--- config.mk ---
export PLATFORM = sky130hd
export DESIGN_NAME = icache_dm
export DESIGN_NICKNAME = d
export VERILOG_FILES = /design/src/rtl/icache_dm.sv
export SDC_FILE = /design/constraint.sdc
export NUM_CORES = 1
export LEC_CHECK = 0
export CORE_MARGIN = 4
export CORE_UTILIZATION = 54
export CTS_CLUSTER_DIAMETER = 200
export DETAILED_ROUTE_END_ITERATION = 10
export HOLD_SLACK_MARGIN = 0.05
export PLACE_DENSITY = 0.77
export SLEW_MARGIN = 20
export SYNTH_ARGS = -nofsm -noshare
export SYNTH_HDL_FRONTEND = slang
export SYNTH_SLANG_ARGS = --single-unit
--- constraint.sdc ---
create_clock -name clk -period 11.3 [get_ports clk]
set_clock_uncertainty 0.05 [all_clocks]
set_input_delay 1.695 -clock clk [delete_from_list [all_inputs] [get_ports clk]]
set_output_delay 1.695 -clock clk [all_outputs]
set_load 0.02 [all_outputs]
--- src/rtl/icache_dm.sv ---
// Direct-mapped read-only instruction cache: combinational hit path, 4-word block
// refill over a request/ready handshake, saturating miss counter.
module icache_dm #(
  parameter int LINES = 8,
  parameter int CNT_W = 16
) (
  input  logic             clk,
  input  logic             rst_n,
  input  logic             cpu_req,
  input  logic [31:0]      cpu_addr,
  output logic [31:0]      cpu_rdata,
  output logic             cpu_stall,
  output logic             mem_read,
  output logic [27:0]      mem_addr,
  input  logic [127:0]     mem_rdata,
  input  logic             mem_ready,
  output logic [CNT_W-1:0] miss_cnt
);

  localparam int IW = $clog2(LINES);

  typedef enum logic {IDLE, FETCH} state_t;

  state_t            state;
  logic [LINES-1:0]  valid;
  logic [27-IW:0]    tag_mem  [LINES];
  logic [127:0]      data_mem [LINES];

  logic [IW-1:0]     idx;
  logic [27-IW:0]    tag;
  logic [1:0]        off;
  logic              hit;
  logic [127:0]      line_data;
  logic [31:0]       word;
  logic              addr_unused;

  assign idx         = cpu_addr[3+IW:4];
  assign tag         = cpu_addr[31:4+IW];
  assign off         = cpu_addr[3:2];
  assign addr_unused = &{1'b0, cpu_addr[1:0]};

  assign hit       = valid[idx] && (tag_mem[idx] == tag);
  assign line_data = data_mem[idx];

  always_comb begin
    word = '0;
    case (off)
      2'd0: word = line_data[31:0];
      2'd1: word = line_data[63:32];
      2'd2: word = line_data[95:64];
      2'd3: word = line_data[127:96];
      default: word = '0;
    endcase
  end

  // FETCH always stalls, even if the core has dropped its request.
  assign cpu_stall = (state == FETCH) || (cpu_req && !hit);
  assign cpu_rdata = (state == IDLE && cpu_req && hit) ? word : '0;

  always_ff @(posedge clk or negedge rst_n) begin
    if (!rst_n) begin
      state    <= IDLE;
      valid    <= '0;
      mem_read <= 1'b0;
      mem_addr <= '0;
      miss_cnt <= '0;
    end else begin
      case (state)
        IDLE: begin
          if (cpu_req && !hit) begin
            state    <= FETCH;
            mem_read <= 1'b1;
            mem_addr <= cpu_addr[31:4];
            if (miss_cnt != '1) miss_cnt <= miss_cnt + CNT_W'(1);
          end
        end
        FETCH: begin
          if (mem_ready) begin
            state                 <= IDLE;
            mem_read              <= 1'b0;
            valid[mem_addr[IW-1:0]] <= 1'b1;
          end
        end
        default: state <= IDLE;
      endcase
    end
  end

  // Tag and data arrays are not reset; the valid bits gate them.
  always_ff @(posedge clk) begin
    if (state == FETCH && mem_ready) begin
      tag_mem[mem_addr[IW-1:0]]  <= mem_addr[27:IW];
      data_mem[mem_addr[IW-1:0]] <= mem_rdata;
    end
  end

endmodule

==> impl_metrics.csv, run 1 <==
group,metric,value,unit
outcome,status,"finished clean",
synth,syn_nets,2201,
route,drtPass1Iterations,5,
cells_and_area,fillCellCount,5800,
floorplanning,fp.dieArea,95600,µm²
floorplanning,core,90000,µm²
synth,yosysUniqueCellTypes,49,
global_routing,met2_usage,36.5,%
worst_setup_path,critPathLaunchType,"input port",
worst_setup_path,r2r_start,"state",
cells_and_area,final_common_cell,"edfxtp_1",
cells_and_area,nets,2502,
route,ant_nets,0,
global_routing,grt_pass1_vias,23700,
route,avgViaCountPerCell,6.20,
sta,period_share,72.4,%
sta,fmax,0.122,GHz
synth,syn_area,49000,µm²
route,vias,22500,
worst_setup_path,critPathLaunch,"cpu_addr[6]",
place,io_buffer_count,239,
cells_and_area,multi_input_area,10500,µm²
clock_tree,cts-root-buf,"clkbuf_16",
sta,setup_viol_count_final,0,
clock_tree,cts_sinks,1278,
worst_setup_path,crit_required,9.56,ns
clock_tree,cts.path.max_buffers,3,
place,place.gp.congestion,0.783,
clock_tree,cts_resized,0,
sta,maxSlewViolCount,0,
global_routing,grt_most_used_layer,"met2",
pwr,ir_drop,0.196,mV
cells_and_area,regArea,38100,µm²
clock_tree,htreeDepth,4,
pwr,power_leakage,18.2,nW
sta,hold_viol_final,0,
clock_tree,clkLatencyLatePin,0.72,ns
global_routing,met3_usage,5.32,%
global_routing,grt-ovfl-total,0,
run,maxCapViolations,0,
worst_setup_path,arrival,6.44,ns
sta,max_slew_margin,22.6,%
global_routing,grtUsageTotal,22.4,%
worst_setup_path,worstSetupEndpointType,"primary output",
floorplanning,start_util,54.4,%
synth,syn_area_per_cell,24.1,µm²
synth,synth_seq_cells,1278,
global_routing,grt_max_degree,172,
sta,period_needed,8.18,ns
route,wire_per_inst,28.9,µm
synth,synth_top_flop_cell,"edfxtp_1",
floorplanning,pin_count,242,
synth,syn_inst,2036,
route,routed_wl,105,mm
cells_and_area,fin_util,63.2,%
cells_and_area,drive_above_1_share,25.4,%
synth,ys.warnings.count,0,
synth,ys_seq_area_share,77.8,%
worst_setup_path,path_class,"in -> out",
global_routing,grt_pass1_wl,156,mm
synth,synth-edff-count,1224,
clock_tree,cts_setup_buffers,0,
sta,fin_tns_setup,0,ns
worst_setup_path,cp_max_fo,41,
clock_tree,ctsHoldBuffers,0,
clock_tree,cts.clk_slew.worst_paths,0.06,ns
sta,tightest_slew,1.16,ns
worst_hold_path,min_from,"valid[4]",
floorplanning,die_height,309,µm
global_routing,grt_use_met1,31.3,%
floorplanning,rows,110,
place,dp_hpwl,55.5,mm
route,drc_errors,0,
synth,async_flop_share,4.23,%
pwr,p_per_area,188,nW/µm²
worst_hold_path,hold_class,"reg -> reg",
floorplanning,die_w,309,µm
global_routing,antenna_found_initial,19,
cells_and_area,layout_common_cells,"edfxtp_1, mux4_2, clkdlybuf4s50_1",
clock_tree,cts_tree,"built",
route,drt_first_iter_violations,2503,
clock_tree,cts_made_buffers,130,
cells_and_area,syn_to_final_growth,16.1,%
sta,rsz0062_at_grt,"no",
[cell type report]
cell class,instances,share of cell area [%]
clock buffers,163,6.15
inverters,1,0.00659
diodes,15,0.0659
repair buffers,268,4.77
clock inverters,73,1.08
well taps,1176,2.59
multi-input cells,658,18.4
flip-flops and latches,1278,67.0
[flip-flops by register name, summed over array words and instances, names as in the netlist]
register  count
data_mem   1024
tag_mem     200
mem_addr     28
miss_cnt     16
valid         8
mem_read      1
state         1
[synthesized netlist by cell type, types with 3 or more instances]
library cell | count | area [µm²]
clkbuf_1 | 31 | 116
mux4_1 | 7 | 184
nor2_1 | 44 | 165
dfrtp_1 | 54 | 1350
nor3_1 | 4 | 20.0
a21oi_1 | 6 | 30.0
and2_1 | 4 | 25.0
a22oi_1 | 16 | 120
xor2_1 | 18 | 158
mux4_2 | 349 | 7860
nand2b_1 | 3 | 18.8
nand2_1 | 14 | 52.6
mux2i_1 | 81 | 811
buf_2 | 29 | 145
buf_4 | 4 | 30.0
and3_1 | 8 | 50.1
buf_6 | 9 | 101
or2_2 | 8 | 50.1
nor2b_1 | 4 | 25.0
mux2_2 | 28 | 315
xnor2_1 | 18 | 158
edfxtp_1 | 1224 | 36800
buf_1 | 25 | 93.8
nand4_1 | 10 | 62.6
nand3_1 | 9 | 45.0
[worst paths after layout]
check	slack, ns	cells after the start	to
worst max-delay path	3.12	10	cpu_rdata[14]
worst min-delay path	0.41	1	valid[4]
worst max register to register	7.50	4	data_mem[2][8]
worst min register to register	0.41	1	valid[4]
max in group asynchronous	9.55	2	miss_cnt[7]
min in group asynchronous	1.12	2	mem_addr[3]
[cell families after synthesis]
| kind of cell | Yosys count | synth area share, % |
|---|---|---|
| AO/OA/AOI/OAI | 33 | 0.495 |
| flip-flops | 1278 | 77.8 |
| multiplexers | 467 | 18.8 |
| XOR/XNOR | 36 | 0.643 |
| AND/OR/NAND/NOR | 121 | 1.29 |
| adder cells (fa/ha/maj) | 1 | 0.0255 |
| buffers and inverters | 100 | 1.03 |
[critical path, stage by stage]
cell and delay, ns:
buf_6 0.39, buf_4 0.79, mux4_2 0.41, mux2i_1 0.33, xor2_1 0.21, nand4_1 0.13
or4_1 0.58, or3_2 0.89, nor2_1 0.28, clkdlybuf4s50_1 0.64
[where the power goes]
part | total [mW] | switching [mW] | internal [mW]
logic | 0.905 | 0.506 | 0.400
clock network | 4.11 | 1.74 | 2.37
registers | 5.67 | 0.132 | 5.54
[per-layer routing]
metal | part of all wire [%] | routed length (µm)
met1 | 40 | 42200
met2 | 50 | 53000
met3 | 7.4 | 7760
met4 | 1.9 | 1960
met5 | 0.096 | 101
[through the flow]
| stage | power, mW | instance area, µm² | setup slack, ns | std cells | hold WS, ns |
|---|---|---|---|---|---|
| final | 10.7 | 56900 | 3.12 | 3632 | 0.413 |
| after global routing | 11.1 | 56900 | 2.93 | 3620 | 0.431 |
| after CTS | 10.8 | 56900 | 3.02 | 3617 | 0.412 |
| after detailed placement | 6.68 | 52800 | 3.06 | 3381 | 0.397 |
| after global placement | 6.63 | 52800 | 3.10 | 3381 | 0.393 |
| after floorplan | 6.29 | 49000 | 2.23 | 2036 | 0.380 |
Power figures use the tool's default switching activity.
==> run 2, diff against run 1 <==
==> constraint.sdc (replaced) <==
create_clock -name clk -period 6.9 [get_ports clk]
set_clock_uncertainty 0.05 [all_clocks]
set_input_delay 1.035 -clock clk [delete_from_list [all_inputs] [get_ports clk]]
set_output_delay 1.035 -clock clk [all_outputs]
set_load 0.02 [all_outputs]
==> run 2 against run 1 <==
Compared with the run above: sequential share of layout area grew 0.083 points; cell count is essentially flat; global-route usage shrank 0.32 points; first-iteration DRC count shrank 1.2%; critical endpoint is now cpu_rdata[19]; wire length shrank 1.4%; largest cell class unchanged; via count shrank 1.1%; combinational power grew 64%; utilization shrank 0.078 points.
==> impl_metrics.csv, run 2 (synthesized netlist as in run 1, its figures left out) <==
group,metric,value,unit
outcome,status,"finished clean",
pwr,p_per_area,304,nW/µm²
sta,max_slew_margin,31.3,%
route,ant_nets,0,
floorplanning,start_util,54.4,%
clock_tree,htreeDepth,3,
floorplanning,die_w,309,µm
floorplanning,pin_count,242,
floorplanning,fp.dieArea,95600,µm²
cells_and_area,nets,2495,
clock_tree,cts_made_buffers,120,
global_routing,grt-ovfl-total,0,
sta,period_needed,6.07,ns
floorplanning,rows,110,
clock_tree,cts_resized,0,
clock_tree,cts-root-buf,"clkbuf_16",
sta,fmax,0.165,GHz
cells_and_area,fin_util,63.2,%
worst_setup_path,arrival,4.98,ns
clock_tree,cts_sinks,1278,
cells_and_area,syn_to_final_growth,16.0,%
clock_tree,cts.clk_slew.worst_paths,0.06,ns
route,wire_per_inst,28.5,µm
place,dp_hpwl,55.1,mm
route,drc_errors,0,
route,avgViaCountPerCell,6.13,
cells_and_area,instances_no_fill,3633,
place,place.gp.congestion,0.762,
clock_tree,cts_setup_buffers,0,
route,drt_first_iter_violations,2472,
route,drtPass1Iterations,5,
place,io_buffer_count,239,
pwr,power_leakage,18.1,nW
worst_setup_path,path_class,"in -> out",
cells_and_area,drive_above_1_share,25.2,%
global_routing,grt_pass1_wl,155,mm
worst_setup_path,crit_required,5.81,ns
sta,tightest_slew,1.03,ns
floorplanning,die_height,309,µm
global_routing,antenna_found_initial,33,
place,dp.cells,3384,
worst_setup_path,critPathLaunchType,"input port",
sta,setup_viol_count_final,0,
clock_tree,ctsHoldBuffers,0,
sta,rsz0062_at_grt,"no",
worst_setup_path,cp_max_fo,60,
clock_tree,clkLatencyLatePin,0.69,ns
sta,maxSlewViolCount,0,
global_routing,grt_max_degree,145,
sta,hold_viol_final,0,
cells_and_area,layout_common_cells,"edfxtp_1, mux4_2, clkdlybuf4s50_1",
pwr,ir_drop,0.274,mV
clock_tree,cts.path.max_buffers,3,
route,routed_wl,104,mm
clock_tree,cts_tree,"built",
global_routing,grtUsageTotal,22.1,%
run,maxCapViolations,0,
sta,period_share,87.9,%
floorplanning,core,90000,µm²
cells_and_area,fillCellCount,5830,
worst_setup_path,worstSetupEndpointType,"primary output",
route,vias,22300,
global_routing,grt_pass1_vias,23700,
cells_and_area,largest_reg_flops,1024,
worst_hold_path,hold_class,"reg -> reg",
cells_and_area,final_common_cell,"edfxtp_1",
-- run 2: cell count changes in the layout (fill, tap and decap cells not counted), moves of 5 or more --
cell	previous run	this run
clkbuf_16	134	123
diode_2	15	22
clkbuf_1	25	19
clkinv_1	24	30
buf_12	8	13
bufinv_16	7	12
-- run 2: metal layers --
layer / vias up / wire length [µm] / GRT usage [%]
met1: 11800 / 40900 / 30.5
met4: 26 / 2220 / 6.50
met5: - / 178 / 0
met3: 177 / 8770 / 6.18
li1: 9349 / - / -
met2: 864 / 51500 / 35.3
-- run 2: power by group --
| part | total (mW) | switching, mW | leakage [nW] | internal [mW] |
|---|---|---|---|---|
| Combinational | 1.48 | 0.822 | 4.46 | 0.657 |
| Sequential | 9.28 | 0.219 | 11.7 | 9.06 |
| Clock | 6.52 | 2.78 | 1.93 | 3.74 |
| Total | 17.3 | 3.82 | 18.1 | 13.5 |
-- run 2: final cells by class --
| class | count | area [µm²] | share of cell area (%) |
|---|---|---|---|
| Clock inverter | 82 | 759 | 1.34 |
| Inverter | 1 | 3.75 | 0.00660 |
| Sequential cell | 1278 | 38100 | 67.0 |
| Antenna cell | 22 | 55.1 | 0.0968 |
| Tap cell | 1176 | 1470 | 2.59 |
| Multi-Input combinational cell | 658 | 10500 | 18.4 |
| Timing Repair Buffer | 271 | 2790 | 4.91 |
| Clock buffer | 145 | 3190 | 5.61 |
-- run 2: metrics by stage --
stage / total power, mW / setup slack [ns] / setup TNS (ns) / instance area (µm²) / hold slack (ns)
6_report: 17.3 / 0.835 / 0 / 56800 / 0.414
5_1_grt: 17.9 / 0.589 / 0 / 56800 / 0.440
4_1_cts: 17.4 / 0.792 / 0 / 56800 / 0.415
3_5_place_dp: 10.9 / 0.790 / 0 / 52800 / 0.400
3_3_place_gp: 10.9 / 0.822 / 0 / 52800 / 0.393
2_1_floorplan: 10.3 / -1.51 / -1551.85 / 49000 / 0.380
-- run 2: final timing paths --
kind,start,to,slack [ns],cells past startpoint
worst min-delay path,valid[7],valid[7],0.41,1
min in group asynchronous,rst_n,mem_addr[9],0.46,2
worst max-delay path,cpu_addr[5],cpu_rdata[19],0.83,8
max in group asynchronous,rst_n,valid[7],5.81,2
worst max register to register,tag_mem[6][21],mem_addr[23],3.73,9
worst min register to register,valid[7],valid[7],0.41,1
-- run 2: critical path, stage by stage --
cell and delay, ns:
buf_8 0.43, buf_4 0.72, buf_4 0.79, mux4_2 0.43
mux4_2 0.51, mux2i_1 0.31, nor2_1 0.07, clkdlybuf4s50_1 0.56
